===== src/rtl/ex_muldiv_if.sv =====
// Pipeline-side bundle for the EX-stage HI/LO multiply/divide unit.
// master = ID/EX pipeline driving the instruction, slave = ex_muldiv.
interface ex_muldiv_if #(
  parameter int WIDTH = 32
);
  logic             op_valid;
  logic             flush;
  logic [5:0]       funct_in;
  logic [WIDTH-1:0] rs_val;
  logic [WIDTH-1:0] rt_val;
  logic             busy;
  logic             stall;
  logic [WIDTH-1:0] hilo_rd;
  logic [WIDTH-1:0] hi_out;
  logic [WIDTH-1:0] lo_out;

  modport master (
    output op_valid, flush, funct_in, rs_val, rt_val,
    input  busy, stall, hilo_rd, hi_out, lo_out
  );

  modport slave (
    input  op_valid, flush, funct_in, rs_val, rt_val,
    output busy, stall, hilo_rd, hi_out, lo_out
  );
endinterface


===== src/rtl/ex_muldiv.sv =====
// Iterative HI/LO multiply/divide unit for the EX stage.
// MULT/MULTU use shift-add, DIV/DIVU use restoring division, both on operand
// magnitudes with a sign fix-up in the final cycle. Owns HI/LO and serves
// MTHI/MTLO/MFHI/MFLO; requests a pipeline stall for HI/LO instructions that
// arrive while an operation is in flight.
module ex_muldiv #(
  parameter int WIDTH = 32,
  parameter int CNT_W = 5
) (
  input  logic       clk,
  input  logic       rst,
  ex_muldiv_if.slave bus
);

  localparam logic [5:0] F_MFHI  = 6'h10;
  localparam logic [5:0] F_MTHI  = 6'h11;
  localparam logic [5:0] F_MFLO  = 6'h12;
  localparam logic [5:0] F_MTLO  = 6'h13;
  localparam logic [5:0] F_MULT  = 6'h18;
  localparam logic [5:0] F_MULTU = 6'h19;
  localparam logic [5:0] F_DIV   = 6'h1A;
  localparam logic [5:0] F_DIVU  = 6'h1B;

  typedef enum logic [1:0] {
    S_IDLE = 2'd0,
    S_ITER = 2'd1,
    S_FIN  = 2'd2
  } state_t;

  state_t           state_q;
  logic [CNT_W-1:0] cnt_q;
  logic [WIDTH-1:0] hi_q, lo_q;
  // acc_hi/acc_lo: partial product (mul) or remainder/quotient-dividend (div)
  logic [WIDTH-1:0] acc_hi_q, acc_lo_q;
  logic [WIDTH-1:0] acc_hi_d, acc_lo_d;
  logic [WIDTH-1:0] opnd_q;      // multiplicand (mul) or divisor (div) magnitude
  logic             mul_q;
  logic             neg_q;       // product/quotient must be negated
  logic             rneg_q;      // remainder must be negated
  logic             dz_q;        // divide by zero
  logic [WIDTH-1:0] rs_orig_q;

  logic             is_mul, is_div, is_signed, hilo_op;
  logic             rs_neg, rt_neg;
  logic [WIDTH-1:0] rs_mag, rt_mag;
  logic             busy;

  logic [2*WIDTH-1:0] prod_fix;
  logic [WIDTH-1:0]   quot_fix, rem_fix;

  // Decode the EX instruction and form operand magnitudes
  always_comb begin
    is_mul    = (bus.funct_in == F_MULT) || (bus.funct_in == F_MULTU);
    is_div    = (bus.funct_in == F_DIV)  || (bus.funct_in == F_DIVU);
    is_signed = (bus.funct_in == F_MULT) || (bus.funct_in == F_DIV);
    hilo_op   = bus.op_valid &&
                (is_mul || is_div ||
                 (bus.funct_in == F_MFHI) || (bus.funct_in == F_MTHI) ||
                 (bus.funct_in == F_MFLO) || (bus.funct_in == F_MTLO));
    rs_neg    = is_signed && bus.rs_val[WIDTH-1];
    rt_neg    = is_signed && bus.rt_val[WIDTH-1];
    rs_mag    = rs_neg ? ('0 - bus.rs_val) : bus.rs_val;
    rt_mag    = rt_neg ? ('0 - bus.rt_val) : bus.rt_val;
  end

  // One iteration step: shift-add for multiply, restoring subtract for divide
  always_comb begin
    logic [WIDTH:0] sum;
    logic [WIDTH:0] rem_sh;
    logic [WIDTH:0] diff;
    sum      = '0;
    rem_sh   = '0;
    diff     = '0;
    acc_hi_d = acc_hi_q;
    acc_lo_d = acc_lo_q;
    if (mul_q) begin
      sum      = {1'b0, acc_hi_q} + (acc_lo_q[0] ? {1'b0, opnd_q} : '0);
      acc_hi_d = sum[WIDTH:1];
      acc_lo_d = {sum[0], acc_lo_q[WIDTH-1:1]};
    end else begin
      rem_sh = {acc_hi_q, acc_lo_q[WIDTH-1]};
      diff   = rem_sh - {1'b0, opnd_q};
      // diff[WIDTH] clear means the shifted remainder covered the divisor
      acc_hi_d = diff[WIDTH] ? rem_sh[WIDTH-1:0] : diff[WIDTH-1:0];
      acc_lo_d = {acc_lo_q[WIDTH-2:0], ~diff[WIDTH]};
    end
  end

  // Sign fix-up of the magnitude results
  always_comb begin
    prod_fix = neg_q  ? ('0 - {acc_hi_q, acc_lo_q}) : {acc_hi_q, acc_lo_q};
    quot_fix = neg_q  ? ('0 - acc_lo_q) : acc_lo_q;
    rem_fix  = rneg_q ? ('0 - acc_hi_q) : acc_hi_q;
  end

  // Control FSM with HI/LO and datapath registers
  always_ff @(posedge clk) begin
    if (rst) begin
      state_q   <= S_IDLE;
      cnt_q     <= '0;
      hi_q      <= '0;
      lo_q      <= '0;
      acc_hi_q  <= '0;
      acc_lo_q  <= '0;
      opnd_q    <= '0;
      mul_q     <= 1'b0;
      neg_q     <= 1'b0;
      rneg_q    <= 1'b0;
      dz_q      <= 1'b0;
      rs_orig_q <= '0;
    end else begin
      case (state_q)
        S_IDLE: begin
          if (hilo_op && !bus.flush) begin
            if (is_mul || is_div) begin
              mul_q     <= is_mul;
              acc_hi_q  <= '0;
              acc_lo_q  <= is_mul ? rt_mag : rs_mag;
              opnd_q    <= is_mul ? rs_mag : rt_mag;
              neg_q     <= rs_neg ^ rt_neg;
              rneg_q    <= rs_neg;
              dz_q      <= is_div && (bus.rt_val == '0);
              rs_orig_q <= bus.rs_val;
              cnt_q     <= '0;
              state_q   <= S_ITER;
            end else if (bus.funct_in == F_MTHI) begin
              hi_q <= bus.rs_val;
            end else if (bus.funct_in == F_MTLO) begin
              lo_q <= bus.rs_val;
            end
          end
        end
        S_ITER: begin
          if (bus.flush) begin
            cnt_q   <= '0;
            state_q <= S_IDLE;
          end else begin
            acc_hi_q <= acc_hi_d;
            acc_lo_q <= acc_lo_d;
            cnt_q    <= cnt_q + 1'b1;
            if (cnt_q == CNT_W'(WIDTH - 1)) begin
              cnt_q   <= '0;
              state_q <= S_FIN;
            end
          end
        end
        S_FIN: begin
          if (!bus.flush) begin
            if (mul_q) begin
              hi_q <= prod_fix[2*WIDTH-1:WIDTH];
              lo_q <= prod_fix[WIDTH-1:0];
            end else if (dz_q) begin
              hi_q <= rs_orig_q;
              lo_q <= '1;
            end else begin
              hi_q <= rem_fix;
              lo_q <= quot_fix;
            end
          end
          state_q <= S_IDLE;
        end
        default: state_q <= S_IDLE;
      endcase
    end
  end

  // Status, stall request and MFHI/MFLO read port
  always_comb begin
    busy        = (state_q != S_IDLE);
    bus.busy    = busy;
    bus.stall   = busy && hilo_op;
    bus.hi_out  = hi_q;
    bus.lo_out  = lo_q;
    bus.hilo_rd = '0;
    if (!busy && bus.op_valid) begin
      if (bus.funct_in == F_MFHI)      bus.hilo_rd = hi_q;
      else if (bus.funct_in == F_MFLO) bus.hilo_rd = lo_q;
    end
  end

endmodule

===== src/flat_wrapper.sv =====
// flat-port wrapper written by rule: the top's interface ports become plain ports
module ex_muldiv_flat 
#(
  parameter int WIDTH = 32,
  parameter int CNT_W = 5
)
  (clk, rst, bus_op_valid, bus_flush, bus_funct_in, bus_rs_val, bus_rt_val, bus_busy, bus_stall, bus_hilo_rd, bus_hi_out, bus_lo_out);
  ex_muldiv_if #(.WIDTH(WIDTH)) bus_i ();
  input  logic clk;
  input  logic rst;
  input wire logic [$bits(bus_i.op_valid)-1:0] bus_op_valid;
  input wire logic [$bits(bus_i.flush)-1:0] bus_flush;
  input wire logic [$bits(bus_i.funct_in)-1:0] bus_funct_in;
  input wire logic [$bits(bus_i.rs_val)-1:0] bus_rs_val;
  input wire logic [$bits(bus_i.rt_val)-1:0] bus_rt_val;
  output wire logic [$bits(bus_i.busy)-1:0] bus_busy;
  output wire logic [$bits(bus_i.stall)-1:0] bus_stall;
  output wire logic [$bits(bus_i.hilo_rd)-1:0] bus_hilo_rd;
  output wire logic [$bits(bus_i.hi_out)-1:0] bus_hi_out;
  output wire logic [$bits(bus_i.lo_out)-1:0] bus_lo_out;
  assign bus_i.op_valid = bus_op_valid;
  assign bus_i.flush = bus_flush;
  assign bus_i.funct_in = bus_funct_in;
  assign bus_i.rs_val = bus_rs_val;
  assign bus_i.rt_val = bus_rt_val;
  assign bus_busy = bus_i.busy;
  assign bus_stall = bus_i.stall;
  assign bus_hilo_rd = bus_i.hilo_rd;
  assign bus_hi_out = bus_i.hi_out;
  assign bus_lo_out = bus_i.lo_out;
  ex_muldiv #(.WIDTH(WIDTH), .CNT_W(CNT_W)) u_core (.clk(clk), .rst(rst), .bus(bus_i));
endmodule

===== config.mk =====
export PLATFORM = sky130hd
export DESIGN_NAME = ex_muldiv_flat
export DESIGN_NICKNAME = d
export VERILOG_FILES = /design/src/rtl/ex_muldiv_if.sv /design/src/rtl/ex_muldiv.sv /design/src/flat_wrapper.sv
export SDC_FILE = /design/constraint.sdc
export NUM_CORES = 1
export LEC_CHECK = 0
export BUFFER_PORTS_ARGS = -buffer_cell sky130_fd_sc_hd__buf_2
export CAP_MARGIN = 5
export CORE_ASPECT_RATIO = 0.75
export CORE_MARGIN = 8
export CORE_UTILIZATION = 25
export CTS_BUF_LIST = sky130_fd_sc_hd__clkbuf_8
export CTS_CLUSTER_SIZE = 28
export DETAILED_ROUTE_END_ITERATION = 16
export SLEW_MARGIN = 20
export SYNTH_ARGS = -nofsm -noshare
export SYNTH_HDL_FRONTEND = slang
export SYNTH_SLANG_ARGS = --single-unit
export TNS_END_PERCENT = 20

===== constraint.sdc =====
create_clock -name clk -period 3.2 [get_ports clk]
set_input_delay 0 -clock clk [delete_from_list [all_inputs] [get_ports clk]]
set_output_delay 0 -clock clk [all_outputs]
set_load 0.01 [all_outputs]

# Word-level counts from Yosys, hierarchy flattened
# Cells that the tools add are included.
[classes]
n_addsub = 8
n_eq_ne = 20
mux = 47
n_bitwise = 2
reduce_logical = 28
[op_table]
columns = ["operator", "count"]
rows = [
  ["$mux W32", 32],
  ["$pmux W32 S2", 4],
  ["$sub A1 B32 Y32 const A", 4],
  ["$mux W64", 1],
  ["$sub A1 B64 Y64 const A", 1],
  ["$eq A6 B5 Y1 const B", 8],
  ["$add A32 B33 Y33", 1],
  ["$sub A33 B32 Y33", 1],
  ["$logic_not A32 Y1", 1],
  ["$mux W5", 4],
  ["$pmux W5 S2", 1],
  ["$reduce_and A3 Y1", 3],
  ["$logic_or A1 B1 Y1", 8],
  ["$mux W2", 4],
  ["$ne A2 B1 Y1 const B", 4],
  ["$ne A2 B2 Y1 const B", 4],
  ["$logic_and A1 B1 Y1", 7],
  ["$reduce_and A6 Y1", 1],
  ["$reduce_bool A2 Y1", 3],
  ["$add A5 B1 Y5 const B", 1],
  ["$eq A5 B5 Y1 const B", 1],
  ["$reduce_and A5 Y1", 1],
  ["$pmux W2 S2", 1],
  ["$reduce_and A4 Y1", 1],
  ["other kinds (7)", 8],
]
[word_totals]
reg_bits = 203
in_bits = 74
output_inout_bits = 98
word_cells = 117

# Depth between registers and ports, before layout
# Gate-level depths: netlist of run 1.
[depth]
word_depth = 11
ltp_mapped = 14

# Least setup slack after synthesis of run 1
# No wires, ideal clock.
[synth_timing]
kind = "reg2reg"
from = "reg u_core.acc_lo_q[0]"
to = "reg u_core.acc_hi_q[30]"
setup_time_ns = 0.129
arrival_ns = 2.910
setup_slack_ns = 0.161
path_stages_with_launch = 14
path_buffers = 1
period_less_slack_ns = 3.039
cell_sequence = "dfxtp_1 -> inv_1 -> clkbuf_1 -> nor2_1 -> ha_1 -> a21oi_1 -> a21oi_1 -> o21ai_0 -> or4_1 -> o21ai_1 -> a31oi_1 -> o41ai_1 -> xnor2_1 -> o211ai_1"
[synth_between]
elab_chain_cells = 5
[synth_lines]
columns = ["item", "line", "text"]
rows = [
  ["start, declared", "ex_muldiv.sv:34", "logic [WIDTH-1:0] acc_hi_q, acc_lo_q;"],
  ["start signal, assigned", "ex_muldiv.sv:118", "acc_lo_q <= is_mul ? rt_mag : rs_mag;"],
  ["start signal, assigned", "ex_muldiv.sv:139", "acc_lo_q <= acc_lo_d;"],
  ["$mux W32", "ex_muldiv.sv:77", "sum = {1'b0, acc_hi_q} + (acc_lo_q[0] ? {1'b0, opnd_q} : '0);"],
  ["$add A32 B33 Y33", "ex_muldiv.sv:77", ""],
  ["$mux W32", "ex_muldiv.sv:76", "if (mul_q) begin"],
  ["$mux W32", "ex_muldiv.sv:134", "if (bus.flush) begin"],
  ["$pmux W32 S2", "ex_muldiv.sv:112", "case (state_q)"],
  ["end signal, assigned", "ex_muldiv.sv:138", "acc_hi_q <= acc_hi_d;"],
  ["end, declared", "ex_muldiv.sv:34", ""],
]
# No other way between the ends. The select of a mux whose other input is x is not followed.
# A chain may end at the register's enable or synchronous reset.

# Worst setup path in the final report of run 1
[layout_timing]
from = "reg u_core.opnd_q[19]"
to = "reg u_core.acc_hi_q[0]"
[layout_between]
elab_chain_cells = 5
[layout_lines]
columns = ["item", "line", "text"]
rows = [
  ["start, declared", "ex_muldiv.sv:36", "logic [WIDTH-1:0] opnd_q;"],
  ["start signal, assigned", "ex_muldiv.sv:119", "opnd_q <= is_mul ? rs_mag : rt_mag;"],
  ["$sub A33 B32 Y33", "ex_muldiv.sv:82", "diff = rem_sh - {1'b0, opnd_q};"],
  ["$mux W32", "ex_muldiv.sv:84", "acc_hi_d = diff[WIDTH] ? rem_sh[WIDTH-1:0] : diff[WIDTH-1:0];"],
  ["$mux W32", "ex_muldiv.sv:76", ""],
  ["$mux W32", "ex_muldiv.sv:134", ""],
  ["$pmux W32 S2", "ex_muldiv.sv:112", ""],
]
# No other way between the ends. The select of a mux whose other input is x is not followed.

==> impl_metrics.ini, run 1 <==
[outcome]
outcome = finished, final reports clean

[placed_design]
placed_area_um2 = 20300
dp.cells = 3510
hpwl_um = 58300
portBuffers = 171
gp_congestion = 0.977

[run]
maxCapViolCount = 0

[cells_and_area]
fin_nets = 2855
final_area_um2 = 21800
n_fill_cell = 7379
layout_commonest_cell = nor2_1
area_growth_pct = 25.7
final_cell_mix = nor2_1, nand2_1, buf_4
utilization = 0.318
drive_above_1_share = 0.198
layout.cells.non_filler = 3627

[pwr]
power_density_nw_per_um2 = 294
totalPowerFinal_w = 0.00640
power.switching_w = 0.00204
pwr-share-clk = 0.402
power.share.combinational = 0.198
irDropWorstVdd_mv = 0.186
intPower_w = 0.00437
netSwitchingFraction = 0.318
seq_power_share = 0.400
p_leak_nw = 8.70

[synth]
syn_area_um2 = 17300
synth.distinct_cells = 76
ys.flop_type = dfxtp_1
synthArstFlopShare = 0
synthSimpleGateAreaFrac = 0.229
yosysTopAreaCell = dfxtp_1
netlist_top_cells_area = dfxtp_1, nor2_1, nand2_1, a21oi_1, xnor2_1
synth_area_per_cell_um2 = 7.13
synth_compound_area_frac = 0.272
synthDominantCellAreaShare = 0.234
synthCells = 2431
synth_edf_count = 0
synthAdderAreaFrac = 0.0528
synth_top_family_by_area = compound AO/OA/AOI/OAI gates
synth-seq-area-share = 0.234
synth_mux_area_frac = 0.0507
yosys_warnings = 0
ys_seq_elements = 203
synth_fp_nets = 2577
synth_xor_xnor_area_share = 0.101

[cts]
cts_buffer_depth = 3
cts_buffers = 36
clkSinkCount = 203
clk_pin_slew_ns = 0.07
insertion_delay_ns = 0.59
htreeDepth = 2
clk_root_buffer_cell = clkbuf_8
cts_tree = done

[critical_path]
critical_path_depth = 11
cp_top_family = compound AO/OA/AOI/OAI gates
endpoint = u_core.acc_hi_q[0]$_SDFFE_PP0P_
critical_path_arrival_ns = 3.59
crit_required_ns = 3.67
path_buf_inv = 1
endpoint_kind = flop
path_cells = inv_1 > ha_1 > a21oi_1 > o21ai_1 > a21oi_2 > o221ai_2 > or2_2 > o211ai_4 > mux2_2 > mux2_2 > a211oi_1
cp_common_cell = mux2_2
critPathLaunch = u_core.opnd_q[19]$_SDFFE_PP0P_
crit_slowest_cell = ha_1
reg2reg_from = u_core.opnd_q[19]$_SDFFE_PP0P_
startpoint_type = flop
worst-path-max-fanout = 6
rrSetupSlack_ns = 0.08
slowest_delay_ns = 0.37
path_class = flop to flop
worstRegToRegCells = 11
r2r_end = u_core.acc_hi_q[0]$_SDFFE_PP0P_

[drt]
ant_nets = 0
vias = 19776
wl_per_cell_um = 21.0
drc = 0
viasPerCell = 5.45
routed_wirelength_um = 76200
first_iter_violations = 2163
drt-pass1-iter-count = 8

[floorplanning]
dieArea_um2 = 78100
die_x_um = 320
die_y_um = 244
coreArea_um2 = 68500
io_pins = 172
start_util = 0.253
row_count = 83

[global_routing]
grtUsageMet2 = 0.269
grt-ovfl-total = 0
grt_pass1_wl_um = 113000
grt-busiest-layer = met2
grt_max_degree = 85
use_met3 = 0.0444
grt_pass1_vias = 17906
grt_use_total = 0.183
antenna_found_initial = 6
use_met1 = 0.261

[sta]
hold_viol_final = 0
setup_violations = 0
skew_ns = 0.0245
fmax_mhz = 321
rsz0062_at_grt = true
slew_viol_final = 0
post-route-min-period_ns = 3.12
tightest_slew_ns = 1.04
finalCritPeriodShare = 0.974
relSlewSlack = 0.308
setup_tns_ns = 0

[min_path]
min_path_type = input port to flop
==> cell families after synthesis <==
logic type                 after synthesis
AOI/OAI and AO/OA                      720
muxes                                   87
and+or+nand+nor                        878
buffers and inverters                  271
DFF                                    203
adders and majority gates               72
xor gates and xnor gates               200
==> worst min-delay path by stage <==
stage,start,to,slack [ns],cells after the start
2_1_floorplan,bus_rs_val[27],u_core.rs_orig_q[27]$_SDFFE_PP0P_,0.14,2
3_5_place_dp,rst,u_core.neg_q$_SDFFE_PP0P_,0.31,2
6_report,bus_rt_val[12],u_core.acc_lo_q[12]$_SDFFE_PP0P_,0.01,5
5_1_grt,bus_rt_val[17],u_core.acc_lo_q[17]$_SDFFE_PP0P_,0.06,5
3_3_place_gp,rst,u_core.opnd_q[21]$_SDFFE_PP0P_,0.30,2
4_1_cts,bus_rt_val[9],u_core.acc_lo_q[9]$_SDFFE_PP0P_,0.007,5
==> stage by stage <==
step	hold slack, ns	setup slack, ns
global route	0.0577	-0.0465
finish	0.0146	0.0836
global placement	0.300	-0.192
floorplan	0.136	0.161
CTS	0.00704	-0.0441
detailed placement	0.308	-0.170
==> power by group through the flow <==
stage | sequential [W] | clock [W] | combinational (W)
after floorplan | 0.00261 | 0 | 0.000628
final | 0.00256 | 0.00257 | 0.00127
after global placement | 0.00262 | 0 | 0.00112
after CTS | 0.00256 | 0.00259 | 0.00118
after detailed placement | 0.00262 | 0 | 0.00112
after global routing | 0.00256 | 0.00272 | 0.00134
==> worst min-delay path, delay by kind of cell <==
kind | cells | cell delay, ns
buf+inv | 1 | 0.12
xor+xnor | 1 | 0.13
simple gates | 2 | 0.20
compound gates | 1 | 0.08
==> per-layer routing <==
metal  wire [um]  part of all wire
met1       33800              0.44
met2       32100              0.42
met3        7820              0.10
met4        2430             0.032
met5          30           0.00039
==> layout make-up <==
type	instances	area, um^2	area share
Tap cell	892	1120	0.0512
Clock buffer	44	606	0.0278
Sequential cell	203	4070	0.187
Multi-Input combinational cell	1957	12500	0.574
Timing Repair Buffer	445	3140	0.144
Inverter	66	251	0.0115
Antenna cell	3	7.51	0.000344
Clock inverter	17	105	0.00482
==> registers in the layout, summed over array words and instances, names as in the netlist <==
| register | count |
|---|---|
| u_core.opnd_q | 32 |
| u_core.rneg_q | 1 |
| u_core.bus.lo_out | 32 |
| u_core.acc_hi_q | 32 |
| u_core.mul_q | 1 |
| u_core.state_q | 2 |
| u_core.bus.hi_out | 32 |
| u_core.neg_q | 1 |
| u_core.cnt_q | 5 |
| u_core.acc_lo_q | 32 |
| u_core.rs_orig_q | 32 |
| u_core.dz_q | 1 |
==> cells in the mapped netlist (all sizes together), types with 5 or more instances <==
| master | n |
|---|---|
| a2111oi | 10 |
| a211oi | 65 |
| a21o | 38 |
| a21oi | 202 |
| a221oi | 8 |
| a22oi | 19 |
| a311oi | 20 |
| a31oi | 21 |
| and2 | 12 |
| and3 | 6 |
| buf | 28 |
| clkbuf | 177 |
| dfxtp | 203 |
| ha | 70 |
| inv | 65 |
| mux2 | 7 |
| mux2i | 80 |
| nand2 | 285 |
| nand2b | 19 |
| nand3 | 37 |
| nand4 | 21 |
| nor2 | 299 |
| nor2b | 10 |
| nor3 | 82 |
| nor3b | 5 |
| nor4 | 22 |
| o2111ai | 5 |
| o211ai | 21 |
| o21a | 9 |
| o21ai | 157 |
| o21bai | 10 |
| o221ai | 58 |
| o31ai | 27 |
| o41ai | 22 |
| or2 | 18 |
| or3 | 34 |
| or4 | 20 |
| xnor2 | 110 |
| xor2 | 90 |
==> what timing repair did <==
| action | 4_1_cts | 5_1_grt |
|---|---|---|
| hold buffers | 47 | 0 |
| setup buffers | 0 | 5 |
| pin swaps | 0 | 10 |
| endpoints found under the hold margin | 114 | 0 |
| resized for setup | 9 | 45 |
| gates cloned | 0 | 1 |
| endpoints found under the setup margin | 20 | 49 |
No activity file was read; power rests on OpenSTA's default activity.
==> inputs of run 2 (changes only) <==
- CELL_PAD_IN_SITES_DETAIL_PLACEMENT: default -> 0
- CELL_PAD_IN_SITES_GLOBAL_PLACEMENT: default -> 2
- PLACE_DENSITY_LB_ADDON: default -> 0.1
==> run 2 against run 1 <==
  * Critical path depth stayed put
  * First-iteration DRC count is 22% lower
  * Routed wire length grew 22%
  * Total power rose by 7.0%
  * Combinational power increased by 9%
==> impl_metrics.ini, run 2 (synthesized netlist as in run 1, its figures left out) <==
[cts]
clk_root_buffer_cell = clkbuf_8
clk_pin_slew_ns = 0.05
htreeDepth = 2
cts_buffer_depth = 3
clkSinkCount = 203
cts_tree = done
insertion_delay_ns = 0.64
cts_buffers = 41

[critical_path]
worst-path-max-fanout = 6
endpoint_kind = flop
slowest_delay_ns = 0.58
path_class = flop to flop
crit_slowest_cell = or4_4
critical_path_arrival_ns = 3.64
crit_required_ns = 3.69
path_cells = or4_4 > nor4_4 > buf_4 > nand4_1 > buf_4 > or3_4 > o41ai_2 > xor2_1 > a211oi_1 > a211oi_1 > nor3_1
startpoint_type = flop

[drt]
first_iter_violations = 1687
drc = 0
drt-pass1-iter-count = 6
viasPerCell = 5.40
ant_nets = 0
vias = 20149
routed_wirelength_um = 93000
wl_per_cell_um = 24.9

[global_routing]
grt_use_total = 0.228
antenna_found_initial = 2
grt_max_degree = 93
grt_pass1_vias = 19446
grt_pass1_wl_um = 136000
grt-ovfl-total = 0

[run]
maxCapViolCount = 0

[pwr]
irDropWorstVdd_mv = 0.270
p_leak_nw = 9.32
power_density_nw_per_um2 = 300

[sta]
finalCritPeriodShare = 0.984
setup_slack_ns = 0.0509
hold_viol_final = 0
fmax_mhz = 318
hold_ws_ns = 0.0640
rsz0062_at_grt = true
setup_violations = 0
relSlewSlack = 0.351
skew_ns = 0.0337
post-route-min-period_ns = 3.15
slew_viol_final = 0
tightest_slew_ns = 0.974

[placed_design]
dpl_worst_slack_ns = -0.184
gp_congestion = 0.907
placed_area_um2 = 21000
portBuffers = 171
hpwl_um = 72700

[outcome]
outcome = finished, final reports clean

[cells_and_area]
final_cell_mix = buf_4, nor2_1, nand2_1
final_area_um2 = 22800
fin_nets = 2961
area_growth_pct = 31.6
drive_above_1_share = 0.224
layout_commonest_cell = buf_4

[floorplanning]
coreArea_um2 = 68500
row_count = 83
io_pins = 172
die_x_um = 320
dieArea_um2 = 78100
start_util = 0.253
die_y_um = 244

[min_path]
min_path_type = input port to flop
## run 2: cell count changes in the layout (fill, tap and decap cells not counted), moves of 3 or more
cell,previous run,this run
dlygate4sd3_1,47,68
clkbuf_8,44,51
inv_1,71,76
a211oi_1,62,57
buf_12,6,9
a211oi_2,3,8
buf_4,220,298
clkinv_2,5,1
a2111oi_1,1,4
## run 2: critical path, delay by kind of cell (launching register included)
| kind | cells | cell delay (ns) |
|---|---|---|
| buffers and inverters | 2 | 0.38 |
| AO/OA/AOI/OAI | 3 | 0.60 |
| XOR/XNOR | 1 | 0.18 |
| AND/OR/NAND/NOR | 5 | 1.52 |
| flip-flops | 1 | 0.31 |
## run 2: final cells by class
cell class | count | area, um^2
antenna | 1 | 2.50
clock buffer | 51 | 702
clock inverter | 18 | 134
fill | 7504 | 45700
inverter | 66 | 251
multi-input combinational | 1957 | 12600
sequential | 203 | 4070
tap | 892 | 1120
timing repair buffer | 546 | 3970
## run 2: final timing paths
path | startpoint | slack (ns) | endpoint | cells after the start
worst min-delay path | bus_rt_val[1] | 0.06 | u_core.acc_lo_q[1]$_SDFFE_PP0P_ | 5
worst min register to register | u_core.rs_orig_q[17]$_SDFFE_PP0P_ | 0.45 | u_core.rs_orig_q[17]$_SDFFE_PP0P_ | 2
worst max register to register | u_core.acc_lo_q[13]$_SDFFE_PP0P_ | 0.05 | u_core.bus.hi_out[8]$_SDFFE_PP0P_ | 11
worst max-delay path | u_core.acc_lo_q[13]$_SDFFE_PP0P_ | 0.05 | u_core.bus.hi_out[8]$_SDFFE_PP0P_ | 11
## run 2: timing repair
| action | in CTS | in global routing |
|---|---|---|
| buffers inserted | 1 | 1 |
| pin swaps | 2 | 19 |
| gates resized for setup | 13 | 58 |
| setup endpoints to repair | 41 | 55 |
| endpoints found under the hold margin | 141 | 0 |
| hold buffers | 68 | 0 |
## run 2: layer usage
layer,share of wire,up-vias,routed length (um),GRT usage
li1,-,9517,-,-
met4,0.013,0,1250,0.0401
met1,0.49,9949,45700,0.333
met5,0,-,0,0
met2,0.43,612,39900,0.345
met3,0.066,71,6140,0.0470
## run 2: power breakdown
part           internal (W)  switching, W  leakage (nW)
combinational      0.000543      0.000840          7.20
clock               0.00159       0.00132         0.479
sequential          0.00255     0.0000136          1.64
## run 2: stage by stage
stage / setup TNS (ns) / total power (W) / std cells / util
detailed placement: -2.12 / 0.00387 / 3594 / 0.306
floorplan: 0 / 0.00324 / 2431 / -
CTS: -0.0267 / 0.00692 / 3732 / 0.329
global placement: -2.12 / 0.00387 / 3594 / 0.306
finish: 0 / 0.00685 / 3734 / 0.333
global route: -0.280 / 0.00718 / 3733 / 0.333
==> inputs of run 3 (changes only) <==
- CORE_UTILIZATION: 25 -> 32
==> run 3 against run 2 <==
  * Clock power shrank 2%
  * Total power decreased by 1.4%
  * Count of clock-buffer cells in the layout is the same
  * Final area decreased by 1.5%
  * Sequential share of layout area grew 0.28 points
  * Via count rose by 0.46%
  * Die area shrank 21%
  * Sequential power hardly changed
  * Setup slack is essentially flat
  * Critical endpoint is now u_core.acc_hi_q[0]$_SDFFE_PP0P_
==> impl_metrics.ini, run 3 (synthesized netlist as in run 1, its figures left out) <==
[outcome]
outcome = finished, final reports clean

[sta]
tightest_slew_ns = 1.06
fmax_mhz = 318
rsz0062_at_grt = true
finalCritPeriodShare = 0.984
hold_viol_final = 0
relSlewSlack = 0.293
setup_slack_ns = 0.0511
setup_tns_ns = 0
skew_ns = 0.0252
slew_viol_final = 0
post-route-min-period_ns = 3.15
setup_violations = 0

[cells_and_area]
final_area_um2 = 22500
fin_nets = 2922
layout_commonest_cell = nor2_1
drive_above_1_share = 0.229
n_fill_cell = 5691
final_cell_mix = nor2_1, nand2_1, buf_4
utilization = 0.416
area_growth_pct = 29.7

[critical_path]
endpoint = u_core.acc_hi_q[0]$_SDFFE_PP0P_
path_class = flop to flop
critical_path_arrival_ns = 3.66
crit_required_ns = 3.71
crit_slowest_cell = mux2_2
slowest_delay_ns = 0.36
startpoint_type = flop
critPathLaunch = u_core.opnd_q[29]$_SDFFE_PP0P_
worst-path-max-fanout = 4
rrSetupSlack_ns = 0.05
r2r_end = u_core.acc_hi_q[0]$_SDFFE_PP0P_
endpoint_kind = flop
reg2reg_from = u_core.opnd_q[29]$_SDFFE_PP0P_
worstRegToRegCells = 11
path_cells = inv_1 > ha_1 > a21o_1 > a21o_1 > a21oi_2 > o221ai_2 > or2_2 > o211ai_4 > mux2_2 > mux2_2 > a211oi_2

[pwr]
irDropWorstVdd_mv = 0.252
seq_power_share = 0.379
netSwitchingFraction = 0.321
p_leak_nw = 9.12
intPower_w = 0.00459
power_density_nw_per_um2 = 301
power.share.combinational = 0.200
pwr-share-clk = 0.421
power.switching_w = 0.00217

[floorplanning]
dieArea_um2 = 62000
row_count = 74
coreArea_um2 = 54000
io_pins = 172
start_util = 0.321
die_x_um = 285
die_y_um = 218

[drt]
routed_wirelength_um = 87700
first_iter_violations = 2045
ant_nets = 0
viasPerCell = 5.74
drt-pass1-iter-count = 5
wl_per_cell_um = 24.8
vias = 20242
drc = 0

[cts]
clk_pin_slew_ns = 0.06
clk_root_buffer_cell = clkbuf_8
insertion_delay_ns = 0.62
cts_buffers = 40
cts_buffer_depth = 3
htreeDepth = 2
cts_tree = done
clkSinkCount = 203

[run]
maxCapViolCount = 0

[global_routing]
grt_pass1_vias = 19251
grt_max_degree = 93
grt_pass1_wl_um = 128000
grt_use_total = 0.268
antenna_found_initial = 2
grt-ovfl-total = 0

[placed_design]
dpl_worst_slack_ns = -0.391
portBuffers = 171
gp_congestion = 0.944
placed_area_um2 = 20600
hpwl_um = 66800

[min_path]
min_path_type = input port to flop
## run 3: worst max-delay path: cells and delay by family (launching register included)
kind | cells | cell delay (ns)
AO/OA/AOI/OAI | 6 | 1.34
AND/OR/NAND/NOR | 1 | 0.35
adder cells (fa/ha/maj) | 1 | 0.35
buffers and inverters | 1 | 0.06
multiplexers | 2 | 0.63
flip-flops | 1 | 0.33
## run 3: stage by stage
stage               hold WS, ns  std cells  power [W]
floorplan                 0.136       2431    0.00324
global placement          0.321       3395    0.00383
detailed placement        0.331       3395    0.00383
CTS                     0.00465       3522    0.00676
global route             0.0655       3526    0.00701
finish                   0.0515       3529    0.00676
## run 3: final cells by class
cell class	instances	area [um^2]	area share
antenna	3	7.51	0.000334
clock buffer	51	702	0.0312
clock inverter	19	110	0.00490
inverter	66	248	0.0110
multi-input combinational	1957	12800	0.568
sequential	203	4070	0.181
tap	722	903	0.0402
timing repair buffer	508	3670	0.163
## run 3: worst min-delay path by stage
| stage | from | end | cells past startpoint |
|---|---|---|---|
| detailed placement | bus_rs_val[27] | u_core.rs_orig_q[27]$_SDFFE_PP0P_ | 3 |
| finish | bus_rt_val[1] | u_core.acc_lo_q[1]$_SDFFE_PP0P_ | 5 |
| CTS | bus_rt_val[1] | u_core.acc_lo_q[1]$_SDFFE_PP0P_ | 5 |
| floorplan | bus_rs_val[27] | u_core.rs_orig_q[27]$_SDFFE_PP0P_ | 2 |
| global placement | bus_rs_val[27] | u_core.rs_orig_q[27]$_SDFFE_PP0P_ | 3 |
| global route | bus_flush | u_core.state_q[1]$_SDFFE_PP0P_ | 3 |
## run 3: timing repair
action	in CTS	in global routing
resized for setup	16	98
hold endpoints to repair	128	0
hold buffers	56	0
gates cloned	0	0
pin swaps	7	35
endpoints found under the setup margin	43	48
setup buffers	1	6
## run 3: power groups by stage
stage / sequential [W] / clock, W / combinational (W)
3_5_place_dp: 0.00261 / 0 / 0.00122
4_1_cts: 0.00256 / 0.00291 / 0.00129
6_report: 0.00256 / 0.00284 / 0.00135
2_1_floorplan: 0.00261 / 0 / 0.000628
5_1_grt: 0.00256 / 0.00301 / 0.00144
3_3_place_gp: 0.00261 / 0 / 0.00122
## run 3: layer usage
| metal | part of all wire | vias to the layer above | GRT usage |
|---|---|---|---|
| li1 | - | 9445 | - |
| met1 | 0.49 | 9936 | 0.399 |
| met2 | 0.42 | 764 | 0.400 |
| met3 | 0.073 | 97 | 0.0450 |
| met4 | 0.018 | 0 | 0.0572 |
| met5 | 0 | - | 0 |
